==> config.mk <==
export PLATFORM = sky130hd
export DESIGN_NAME = mem_access_unit
export DESIGN_NICKNAME = d
export VERILOG_FILES = /design/src/rtl/mem_access_unit_pkg.sv /design/src/rtl/mem_timeout_counter.sv /design/src/rtl/mem_access_unit.sv
export SDC_FILE = /design/constraint.sdc
export NUM_CORES = 1
export LEC_CHECK = 0
export BUFFER_PORTS_ARGS = -buffer_cell sky130_fd_sc_hd__buf_2
export CAP_MARGIN = 20
export CORE_AREA = 2 2 124 126
export DETAILED_ROUTE_END_ITERATION = 8
export DIE_AREA = 0 0 126 128
export MAX_ROUTING_LAYER = met4
export PLACE_DENSITY_LB_ADDON = 0.12
export SLEW_MARGIN = 20
export SYNTH_ARGS = -nofsm -noshare
export SYNTH_HDL_FRONTEND = slang
export SYNTH_HIERARCHICAL = 1
export SYNTH_SLANG_ARGS = --single-unit
==> constraint.sdc <==
create_clock -name clk -period 2.4 [get_ports clk]
set_input_delay 0.24 -clock clk [delete_from_list [all_inputs] [get_ports clk]]
set_output_delay 0.24 -clock clk [all_outputs]
set_load 0.1 [all_outputs]
==> src/rtl/mem_access_unit_pkg.sv <==
// Shared types for the memory access stage: FSM states, access kinds and
// instruction field positions used by the decode slices.
package mem_access_unit_pkg;

  typedef enum logic [1:0] {
    MEM_IDLE = 2'd0,
    MEM_REQ  = 2'd1,
    MEM_DONE = 2'd2
  } mem_state_e;

  typedef enum logic [1:0] {
    KIND_IR  = 2'd0,
    KIND_MDR = 2'd1,
    KIND_WR  = 2'd2
  } mem_kind_e;

  localparam int OP_MSB    = 31;
  localparam int OP_LSB    = 26;
  localparam int RS_MSB    = 25;
  localparam int RS_LSB    = 21;
  localparam int RT_MSB    = 20;
  localparam int RT_LSB    = 16;
  localparam int RD_MSB    = 15;
  localparam int RD_LSB    = 11;
  localparam int SHAMT_MSB = 10;
  localparam int SHAMT_LSB = 6;
  localparam int FUNCT_MSB = 5;
  localparam int FUNCT_LSB = 0;
  localparam int IMM_MSB   = 15;
  localparam int IMM_LSB   = 0;

  // Fetch beats store, store beats load when control raises several strobes.
  function automatic mem_kind_e select_kind(input logic ir_wr, input logic mem_rd,
                                            input logic mem_wr);
    mem_kind_e k;
    k = KIND_MDR;
    if (ir_wr) k = KIND_IR;
    else if (mem_wr) k = KIND_WR;
    else if (mem_rd) k = KIND_MDR;
    return k;
  endfunction

  function automatic logic multi_strobe(input logic ir_wr, input logic mem_rd,
                                        input logic mem_wr);
    return (ir_wr & mem_rd) | (ir_wr & mem_wr) | (mem_rd & mem_wr);
  endfunction

endpackage

==> src/rtl/mem_timeout_counter.sv <==
// Counts cycles an access has been waiting; expired is high during the
// TIMEOUT-th enabled cycle so the FSM can abort on that edge.
module mem_timeout_counter #(
  parameter int TIMEOUT = 15
) (
  input  logic clk,
  input  logic rst,
  input  logic clear,
  input  logic enable,
  output logic expired
);

  localparam int CW = $clog2(TIMEOUT + 1);
  localparam logic [CW-1:0] LAST = CW'(TIMEOUT - 1);

  logic [CW-1:0] cnt_q;
  logic [CW-1:0] cnt_d;

  always_comb begin
    cnt_d = cnt_q;
    if (clear) begin
      cnt_d = '0;
    end else if (enable && (cnt_q != LAST)) begin
      cnt_d = cnt_q + 1'b1;
    end
  end

  assign expired = enable && (cnt_q == LAST);

  always_ff @(posedge clk) begin
    if (rst) begin
      cnt_q <= '0;
    end else begin
      cnt_q <= cnt_d;
    end
  end

endmodule

==> src/rtl/mem_access_unit.sv <==
// Memory-side stage: picks PC or ALUOut, runs one req/ready access to a
// variable-latency memory, loads IR or MDR and decodes the IR fields.
module mem_access_unit
  import mem_access_unit_pkg::*;
#(
  parameter int N       = 32,
  parameter int TIMEOUT = 15
) (
  input  logic         clk,
  input  logic         rst,
  input  logic         IRWrite,
  input  logic         MemRead,
  input  logic         MemWrite,
  input  logic         IorD,
  input  logic [N-1:0] pc,
  input  logic [N-1:0] alu_out,
  input  logic [N-1:0] reg_b,
  output logic         mem_req,
  output logic         mem_we,
  output logic [N-1:0] mem_addr,
  output logic [N-1:0] mem_wdata,
  input  logic [N-1:0] mem_rdata,
  input  logic         mem_ready,
  output logic [N-1:0] instr,
  output logic [N-1:0] mdr,
  output logic [5:0]   Op_code,
  output logic [5:0]   Funct,
  output logic [4:0]   rs,
  output logic [4:0]   rt,
  output logic [4:0]   rd,
  output logic [4:0]   shamt,
  output logic [15:0]  imm,
  output logic         mem_stall,
  output logic         mem_err,
  output mem_state_e   dbg_state
);

  // Handshake: mem_req rises with address/data/we already stable and stays
  // high until a cycle in which mem_ready=1 is sampled (that cycle included);
  // mem_ready is only honoured while in MEM_REQ and is a single-cycle pulse.

  mem_state_e   state_q, state_d;
  mem_kind_e    kind_q, kind_d;
  logic [N-1:0] addr_q, addr_d;
  logic [N-1:0] wdata_q, wdata_d;
  logic [N-1:0] instr_q, instr_d;
  logic [N-1:0] mdr_q, mdr_d;
  logic         req_q, req_d;
  logic         we_q, we_d;
  logic         err_q, err_d;

  logic         any_strobe;
  logic [N-1:0] sel_addr;
  mem_kind_e    sel_kind;
  logic         tmo_clear;
  logic         tmo_en;
  logic         tmo_expired;

  assign any_strobe = IRWrite | MemRead | MemWrite;
  assign sel_addr   = IorD ? alu_out : pc;
  assign sel_kind   = select_kind(IRWrite, MemRead, MemWrite);

  mem_timeout_counter #(
    .TIMEOUT(TIMEOUT)
  ) u_timeout (
    .clk    (clk),
    .rst    (rst),
    .clear  (tmo_clear),
    .enable (tmo_en),
    .expired(tmo_expired)
  );

  always_comb begin
    state_d   = state_q;
    kind_d    = kind_q;
    addr_d    = addr_q;
    wdata_d   = wdata_q;
    instr_d   = instr_q;
    mdr_d     = mdr_q;
    req_d     = req_q;
    we_d      = we_q;
    err_d     = 1'b0;
    tmo_clear = 1'b1;
    tmo_en    = 1'b0;

    case (state_q)
      MEM_IDLE: begin
        if (any_strobe) begin
          addr_d  = sel_addr;
          wdata_d = reg_b;
          kind_d  = sel_kind;
          // A misaligned word address never reaches the memory bus.
          if (sel_addr[1:0] != 2'b00) begin
            err_d = 1'b1;
          end else begin
            state_d = MEM_REQ;
            req_d   = 1'b1;
            we_d    = (sel_kind == KIND_WR);
            err_d   = multi_strobe(IRWrite, MemRead, MemWrite);
          end
        end
      end
      MEM_REQ: begin
        tmo_clear = 1'b0;
        tmo_en    = 1'b1;
        if (mem_ready) begin
          if (kind_q == KIND_IR)  instr_d = mem_rdata;
          if (kind_q == KIND_MDR) mdr_d   = mem_rdata;
          req_d   = 1'b0;
          we_d    = 1'b0;
          state_d = MEM_DONE;
        end else if (tmo_expired) begin
          req_d   = 1'b0;
          we_d    = 1'b0;
          err_d   = 1'b1;
          state_d = MEM_IDLE;
        end
      end
      MEM_DONE: begin
        state_d = MEM_IDLE;
      end
      default: begin
        state_d = MEM_IDLE;
        req_d   = 1'b0;
        we_d    = 1'b0;
      end
    endcase
  end

  always_ff @(posedge clk) begin
    if (rst) begin
      state_q <= MEM_IDLE;
      kind_q  <= KIND_IR;
      addr_q  <= '0;
      wdata_q <= '0;
      instr_q <= '0;
      mdr_q   <= '0;
      req_q   <= 1'b0;
      we_q    <= 1'b0;
      err_q   <= 1'b0;
    end else begin
      state_q <= state_d;
      kind_q  <= kind_d;
      addr_q  <= addr_d;
      wdata_q <= wdata_d;
      instr_q <= instr_d;
      mdr_q   <= mdr_d;
      req_q   <= req_d;
      we_q    <= we_d;
      err_q   <= err_d;
    end
  end

  // DONE releases the stall for exactly one cycle regardless of held strobes.
  always_comb begin
    mem_stall = 1'b0;
    case (state_q)
      MEM_IDLE: mem_stall = any_strobe;
      MEM_REQ:  mem_stall = 1'b1;
      default:  mem_stall = 1'b0;
    endcase
  end

  assign mem_req   = req_q;
  assign mem_we    = we_q;
  assign mem_addr  = addr_q;
  assign mem_wdata = wdata_q;
  assign mem_err   = err_q;
  assign instr     = instr_q;
  assign mdr       = mdr_q;
  assign dbg_state = state_q;

  assign Op_code = instr_q[OP_MSB:OP_LSB];
  assign rs      = instr_q[RS_MSB:RS_LSB];
  assign rt      = instr_q[RT_MSB:RT_LSB];
  assign rd      = instr_q[RD_MSB:RD_LSB];
  assign shamt   = instr_q[SHAMT_MSB:SHAMT_LSB];
  assign Funct   = instr_q[FUNCT_MSB:FUNCT_LSB];
  assign imm     = instr_q[IMM_MSB:IMM_LSB];

endmodule

# --- Word-level counts from Yosys, hierarchy flattened ---
# Cells that the tools add are included.
totals:
  wordCells: 63
  reg_bits: 139
  output_inout_bits: 182
classes:
  addsub: 1
  reduce_logical: 11
  n_mux: 23
  bitwise: 9
  eq_ne: 9
ops:
  columns: ["op", "count"]
  rows:
  - ["$mux W32", 1]
  - ["$mux W2", 6]
  - ["$mux W1", 11]
  - ["$reduce_and A3 Y1", 3]
  - ["$pmux W1 S3", 2]
  - ["$add A4 B1 Y4 const B", 1]
  - ["$eq A2 B1 Y1 const B", 2]
  - ["$eq A2 B2 Y1 const B", 2]
  - ["$eq A4 B4 Y1 const B", 1]
  - ["$logic_not A2 Y1", 2]
  - ["$ne A2 B2 Y1 const B", 2]
  - ["$ne A4 B4 Y1 const B", 1]
  - ["$or A1 B1 Y1", 4]
  - ["$pmux W1 S2", 2]
  - ["$pmux W2 S2", 1]
  - ["$reduce_and A4 Y1", 1]
  - ["$and A1 B1 Y1", 3]
  - ["$ne A3 B3 Y1 const B", 1]
  - ["$logic_and A1 B1 Y1", 2]
  - ["$not A1 Y1", 2]
  - ["$reduce_and A2 Y1", 1]
  - ["$reduce_bool A2 Y1", 1]
  - ["$reduce_or A2 Y1", 1]

# --- Depth between registers and ports, before layout ---
# Gate-level depths: netlist (run 1).
logic_depth:
  ltp_word: 6
  mapped_depth: 7
  ltp_nobuf: 6

# --- Modules after synthesis ---
# Netlist (run 1), hierarchy kept.
by_module_without_submodules:
  columns: ["mod", "instances", "area_each_um2", "cells_each"]
  rows:
  - ["mem_access_unit", 1, 5776.8, 674]
  - ["mem_timeout_counter", 1, 216.5, 23]

# --- Worst setup path after synthesis (run 1) ---
# OpenSTA, ideal clock, no wires.
synth_path:
  path_type: "reg2out"
  from: "reg state_q[0] (netlist: dbg_state[0])"
  to: "out mem_stall"
  path_slack_ns: -0.510
  path_stages_with_launch: 3
  t_arrival_ns: 2.670
  n_path_buf: 0
  t_required_ns: 2.160
  path_cell_list: "dfxtp_1 nor2_1 a21oi_1"
synth_between:
  elab_chain_cells: 2
  word_cells_on_any_way: 3
  cone_classes: "1 x eq/ne; 1 x mux; 1 x reduce/logical"
synth_lines:
  columns: ["item", "line_no", "source"]
  rows:
  - ["from (decl)", "mem_access_unit.sv:42", "mem_state_e state_q, state_d;"]
  - ["from (signal assigned)", "mem_access_unit.sv:142", "state_q <= state_d;"]
  - ["$eq A2 B1 Y1 / $logic_not A2 Y1 (equally long branches)", "mem_access_unit.sv:157", "case (state_q)"]
  - ["$pmux W1 S2 (*)", "mem_access_unit.sv:157", null]
  - ["to (decl)", "mem_access_unit.sv:33", "output logic mem_stall,"]
# Mark *: on every way between the ends. The rest lies on a longest branch, timed or not.

# --- Final worst setup path (run 1) ---
layout_path:
  from: "reg state_q[1] (netlist: dbg_state[1])"
  to: "reg we_q (netlist: mem_we)"
layout_between:
  elab_chain_cells: 5
  word_cells_on_any_way: 11
  cone_classes: "5 x eq/ne; 2 x mux; 1 x bitwise; 3 x reduce/logical"
layout_lines:
  columns: ["item", "line_no", "source"]
  rows:
  - ["$eq A2 B1 Y1", "mem_access_unit.sv:86", "case (state_q)"]
  - ["$mux W1", "mem_access_unit.sv:86", null]
  - ["named net tmo_en", "mem_access_unit.sv:56", "logic tmo_en;"]
  - ["$logic_and A1 B1 Y1", "mem_timeout_counter.sv:28", "assign expired = enable && (cnt_q == LAST);"]
  - ["named net tmo_expired", "mem_access_unit.sv:57", "logic tmo_expired;"]
  - ["$ne A3 B3 Y1 (no line)", null, null]
  - ["$reduce_and A4 Y1 (no line)", null, null]
  - ["to (signal assigned)", "mem_access_unit.sv:149", "we_q <= we_d;"]
  - ["to (decl)", "mem_access_unit.sv:49", "logic we_q, we_d;"]
# The timed path passes the listed nets, and every way through them passes these cells.
# A chain may end at the register's enable or synchronous reset.

==> results of run 1 <==
==> power by group through the flow <==
stage / sequential (mW) / clock [mW] / combinational (mW)
global placement: 2.54 / 0 / 1.72
floorplan: 3.40 / 0 / 0.520
detailed placement: 2.54 / 0 / 1.72
CTS: 2.50 / 2.94 / 1.72
finish: 2.50 / 2.88 / 1.71
global route: 2.51 / 3.04 / 1.79
==> through the flow <==
step           power (mW)  utilization  instances
3_5_place_dp         4.26        0.495       1097
3_3_place_gp         4.26        0.495       1097
2_1_floorplan        3.92            -        697
4_1_cts              7.16        0.539       1129
6_report             7.09        0.539       1129
5_1_grt              7.35        0.539       1129
==> cell families after synthesis <==
family                   Yosys count
AO/OA/AOI/OAI                    274
flip-flops                       139
AND/OR/NAND/NOR                  126
buffers and inverters            123
multiplexers                      33
adder cells (fa/ha/maj)            2
==> path summary, 6_finish.rpt <==
path         depth (start not counted)           end  slack [ns]
max reg2reg                          6        mem_we        0.56
max                                  6        mem_we        0.56
min reg2reg                          2       mem_req        0.46
min                                  3  mem_wdata[2]        0.07
==> cell type report <==
class / instances / area [sq um] / share of cell area
tap: 188 / 235 / 0.0294
multi-input combinational: 435 / 2560 / 0.320
timing repair buffer: 331 / 1760 / 0.220
clock buffer: 18 / 429 / 0.0536
inverter: 4 / 15.0 / 0.00188
clock inverter: 14 / 218 / 0.0272
sequential: 139 / 2790 / 0.348
==> critical path: stages, from the launching register on <==
cell,delay (ns)
dfxtp_2,0.44
nand2b_1,0.31
inv_1,0.18
and4_2,0.29
o31ai_1,0.30
nand3b_1,0.12
mux2i_1,0.13
==> cell usage after synthesis, drive strengths merged <==
cell type	number
dfxtp	139
a21oi	136
nand3	98
o21ai	97
buf	91
a211oi	33
mux2i	33
clkbuf	28
inv	4
nor2	4
nor3	3
or3	3
a2111oi	2
ha	2
nand3b	2
nor4	2
or2	2
or3b	2
a211o	1
a22oi	1
a31o	1
a31oi	1
and3	1
and4	1
and4bb	1
nand2	1
nand2b	1
nand4	1
nand4bb	1
nor3b	1
nor4bb	1
o31ai	1
o32ai	1
or4	1
==> state kept, by name (all words and copies together) (netlist names) <==
| name | flops |
|---|---|
| mem_addr | 32 |
| u_timeout/cnt_q | 4 |
| mem_err | 1 |
| mem_wdata | 32 |
| mdr | 32 |
| mem_req | 1 |
| mem_we | 1 |
| instr | 32 |
| kind_q | 2 |
| dbg_state | 2 |
==> layout by cell type (no fill, tap or decap), drive strengths merged, types with 5 or more instances in the layout <==
master | Yosys | routed
o21ai | 97 | 97
bufinv | 0 | 5
a211oi | 33 | 33
nand3 | 98 | 98
dfxtp | 139 | 139
mux2i | 33 | 33
clkbuf | 28 | 18
a21oi | 136 | 136
inv | 4 | 7
buf | 91 | 331
==> layer usage <==
| layer | GRT usage | wire length [microns] |
|---|---|---|
| met1 | 0.268 | 7410 |
| met2 | 0.346 | 8310 |
| met3 | 0.0618 | 1480 |
| met4 | 0.0743 | 278 |
| met5 | - | 0 |
==> impl_metrics.env, run 1 <==
export IMPL_first_global_vias=5409
export IMPL_worst_slack_ns=0.561
export IMPL_cts_buffers=17
export IMPL_io_pins=317
export IMPL_clock_power_share=0.406
export IMPL_synth_xor_xnor_area_share=0
export IMPL_crit_required_ns=2.75
export IMPL_dr_pass1_iters=5
export IMPL_portBuffers=316
export IMPL_synthMuxAreaShare=0.0551
export IMPL_maxCapViolations=0
export IMPL_leakage_nw=3.73
export IMPL_synthesis_area_sq_mm=0.00599
export IMPL_die_h_microns=128
export IMPL_antenna_found_initial=0
export IMPL_min_path_type="input pin to flop"
export IMPL_post_synth_top_area_cell="dfxtp_1"
export IMPL_swShare=0.350
export IMPL_final_net_count=1065
export IMPL_drtIter0Drc=448
export IMPL_synthAdderAreaFrac=0.00418
export IMPL_r2r_start="dbg_state[1]"
export IMPL_crit_type="flop to flop"
export IMPL_final_hold_viol_count=0
export IMPL_area_growth_pct=33.6
export IMPL_pwr_share_seq=0.352
export IMPL_synth_area_per_cell_sq_um=8.60
export IMPL_start_util=0.403
export IMPL_root_buffer="clkbuf_16"
export IMPL_vdd_drop_max_uv=443
export IMPL_grt_usage=0.218
export IMPL_fin_tns_setup_ns=0
export IMPL_synth_compound_gate_area_share=0.247
export IMPL_relSlewSlack=0.492
export IMPL_worst_path_max_fanout=11
export IMPL_ctsHoldBuffers=0
export IMPL_min_period_ns=1.84
export IMPL_layout_drive_gt1_share=0.401
export IMPL_intPower_mw=4.61
export IMPL_yosys_top_cells_area="dfxtp_1, a21oi_1, nand3_1"
export IMPL_hold_slack_ns=0.0651
export IMPL_post_cts_buffers=0
export IMPL_synth_warnings=6
export IMPL_dieArea_sq_mm=0.0161
export IMPL_clkSinkCount=139
export IMPL_cp_arrival_ns=2.19
export IMPL_p_sw_mw=2.48
export IMPL_place_gp_congestion=0.797
export IMPL_hpwl_mm=12.0
export IMPL_dieWidth_microns=126
export IMPL_place_ws_ns=0.565
export IMPL_finalMaxSlewViolations=0
export IMPL_rsz0062_at_grt="false"
export IMPL_finalSetupViolCount=0
export IMPL_tightest_slew_ns=0.762
export IMPL_n_antenna_cell=0
export IMPL_p_per_area_mw_per_mm2=885
export IMPL_vias_per_cell=5.24
export IMPL_cts_resized=0
export IMPL_synthesis_nets=834
export IMPL_yosys_area_share_simple=0.115
export IMPL_clock_fmax_ghz=0.544
export IMPL_status="completed"
export IMPL_clock_latency_ns=0.42
export IMPL_end_kind="flop"
export IMPL_synth_top_family_by_area="compound AO/OA/AOI/OAI gates"
export IMPL_rows=45
export IMPL_cp_startpoint="dbg_state[1]"
export IMPL_cts_htree_levels=4
export IMPL_grt_pass1_wl_mm=27.8
export IMPL_grt_overflow=0
export IMPL_drc=0
export IMPL_fin_worst_skew_ns=0.00694
export IMPL_startpoint_type="flop"
export IMPL_pwr_share_comb=0.241
export IMPL_clockBufferDepth=2
export IMPL_vias=5920
export IMPL_wl_per_cell_microns=15.5
export IMPL_syn_inst=697
export IMPL_path_clk_slew_ns=0.06
export IMPL_ant_nets=0
export IMPL_fin_area_sq_mm=0.00801
export IMPL_fin_crit_sh=0.766
export IMPL_grt_max_degree=72
export IMPL_cts_tree="yes"
export IMPL_coreArea_sq_mm=0.0149
export IMPL_synth_top_area_share=0.464
export IMPL_hp_start="reg_b[2]"
export IMPL_postPlaceCellArea_sq_mm=0.00736
export IMPL_ys_ff_latch=139
export IMPL_yosysSeqAreaShare=0.464
export IMPL_ys_types=44
export IMPL_wirelength_mm=17.5
export IMPL_n_fill_cell=1463
Note: power is estimated with default switching activity, not from simulation.
==> inputs of run 2 (changes only) <==
- CORE_AREA: 2 2 124 126 -> 2 2 122 124
- DIE_AREA: 0 0 126 128 -> 0 0 124 126
- clock period: 2.4 -> 1.9 ns (I/O delays scaled with it)
==> run 2 against run 1 <==
Net effect: sequential share of layout area down 0.17 points; clock skew down 0.0014 ns; power up 28%; cell count down 0.18%; global-route usage up 1.3 points; routed wire length up 2.1%; flip-flop and latch count unchanged; via count up 1.1%; cell area up 0.67%; clock power up 29%.
==> impl_metrics.env, run 2 (synthesis gave the netlist of run 1 again) <==
export IMPL_wirelength_mm=17.8
export IMPL_intPower_mw=5.97
export IMPL_drc=0
export IMPL_cts_htree_levels=4
export IMPL_io_pins=317
export IMPL_use_met3=0.0625
export IMPL_drtIter0Drc=472
export IMPL_grt_pass1_wl_mm=27.7
export IMPL_clock_fmax_ghz=0.585
export IMPL_status="completed"
export IMPL_p_per_area_mw_per_mm2=1120
export IMPL_vias=5983
export IMPL_finalMaxSlewViolations=0
export IMPL_clock_power_share=0.411
export IMPL_clock_latency_ns=0.42
export IMPL_layout_commonest_cell="buf_2"
export IMPL_placed_cells=1095
export IMPL_grt_max_degree=69
export IMPL_layout_common_cells="buf_2, dfxtp_1, a21oi_1, nand3_1, o21ai_1"
export IMPL_grt_usage=0.231
export IMPL_finalSetupViolCount=0
export IMPL_fin_tns_setup_ns=0
export IMPL_dr_pass1_iters=6
export IMPL_fin_worst_skew_ns=0.00553
export IMPL_final_hold_viol_count=0
export IMPL_antenna_found_initial=0
export IMPL_gr_usage_met2=0.364
export IMPL_path_clk_slew_ns=0.06
export IMPL_dieArea_sq_mm=0.0156
export IMPL_vias_per_cell=5.31
export IMPL_grt_overflow=0
export IMPL_portBuffers=316
export IMPL_final_net_count=1067
export IMPL_fin_area_sq_mm=0.00806
export IMPL_vdd_drop_max_uv=571
export IMPL_final_cell_count_no_fill=1127
export IMPL_cts_resized=0
export IMPL_area_growth_pct=34.5
export IMPL_rsz0062_at_grt="false"
export IMPL_maxCapViolations=0
export IMPL_min_path_type="input pin to flop"
export IMPL_n_fill_cell=1414
export IMPL_coreArea_sq_mm=0.0143
export IMPL_root_buffer="clkbuf_16"
export IMPL_end_kind="primary output"
export IMPL_clockBufferDepth=2
export IMPL_cts_tree="yes"
export IMPL_startpoint_type="flop"
export IMPL_wl_per_cell_microns=15.8
export IMPL_cts_buffers=17
export IMPL_place_gp_congestion=0.803
export IMPL_hpwl_mm=12.2
export IMPL_cp_arrival_ns=1.52
export IMPL_crit_type="flop to primary output"
export IMPL_fin_crit_sh=0.900
export IMPL_grt_use_met1=0.283
export IMPL_pwr_share_seq=0.349
export IMPL_leakage_nw=3.76
export IMPL_post_cts_buffers=0
export IMPL_min_period_ns=1.71
export IMPL_crit_required_ns=1.71
export IMPL_ctsHoldBuffers=0
export IMPL_relSlewSlack=0.553
export IMPL_worst_path_max_fanout=10
export IMPL_ant_nets=0
export IMPL_die_h_microns=126
export IMPL_clkSinkCount=139
export IMPL_n_antenna_cell=0
export IMPL_p_sw_mw=3.08
export IMPL_start_util=0.419
export IMPL_first_global_vias=5463
export IMPL_layout_drive_gt1_share=0.402
export IMPL_dieWidth_microns=124
export IMPL_rows=44
export IMPL_pwr_share_comb=0.240
export IMPL_busiest_layer="met2"
export IMPL_postPlaceCellArea_sq_mm=0.00739
export IMPL_swShare=0.341
export IMPL_tightest_slew_ns=0.670
run 2: changes by cell type in the layout (fill, tap and decap cells not counted):
cell and delta:
dfxtp_4 +2, buf_4 +1, clkinvlp_4 -2, nand2b_2 +1, buf_12 +1, dfxtp_2 -2
clkbuf_16 +1, inv_6 -3, clkbuf_8 +2, clkinv_4 +1, nand2b_1 -1, clkbuf_1 +1
run 2: cell type report:
type / instances / area (sq um) / share of cell area
sequential: 139 / 2790 / 0.346
inverter: 4 / 15.0 / 0.00186
multi-input combinational: 435 / 2560 / 0.318
clock inverter: 10 / 185 / 0.0230
timing repair buffer: 333 / 1790 / 0.222
tap: 184 / 230 / 0.0286
clock buffer: 22 / 485 / 0.0602
run 2: final timing paths:
| path | from | endpoint | slack, ns | cells past startpoint |
|---|---|---|---|---|
| setup / recovery | dbg_state[0] | mem_stall | 0.19 | 3 |
| hold / removal | reg_b[9] | mem_wdata[9] | 0.02 | 3 |
| setup reg to reg | dbg_state[1] | mem_err | 0.29 | 6 |
| hold reg to reg | mem_req | mem_req | 0.47 | 2 |
run 2: stage by stage:
step	power (mW)	setup slack, ns	hold slack (ns)	utilization
final	9.05	0.191	0.0228	0.563
after CTS	9.13	0.166	0.00248	0.563
after global routing	9.38	0.104	0.0163	0.563
after floorplan	4.95	0.0315	0.267	-
after global placement	5.39	0.301	0.446	0.516
after detailed placement	5.40	0.286	0.449	0.516
run 2: critical path: stages (launching register included):
cell and delay [ns]:
dfxtp_4 0.43, nor2_1 0.08, a21oi_2 0.12, buf_2 0.46
run 2: power groups by stage:
stage	Combinational [mW]	Sequential, mW	Clock (mW)
floorplan	0.657	4.29	0
global route	2.28	3.17	3.93
global placement	2.18	3.21	0
detailed placement	2.18	3.21	0
CTS	2.18	3.16	3.79
finish	2.17	3.16	3.72
run 2: layer usage:
| metal | wire (microns) | part of all wire |
|---|---|---|
| met5 | 0 | 0 |
| met3 | 1440 | 0.081 |
| met2 | 8580 | 0.48 |
| met1 | 7480 | 0.42 |
| met4 | 335 | 0.019 |
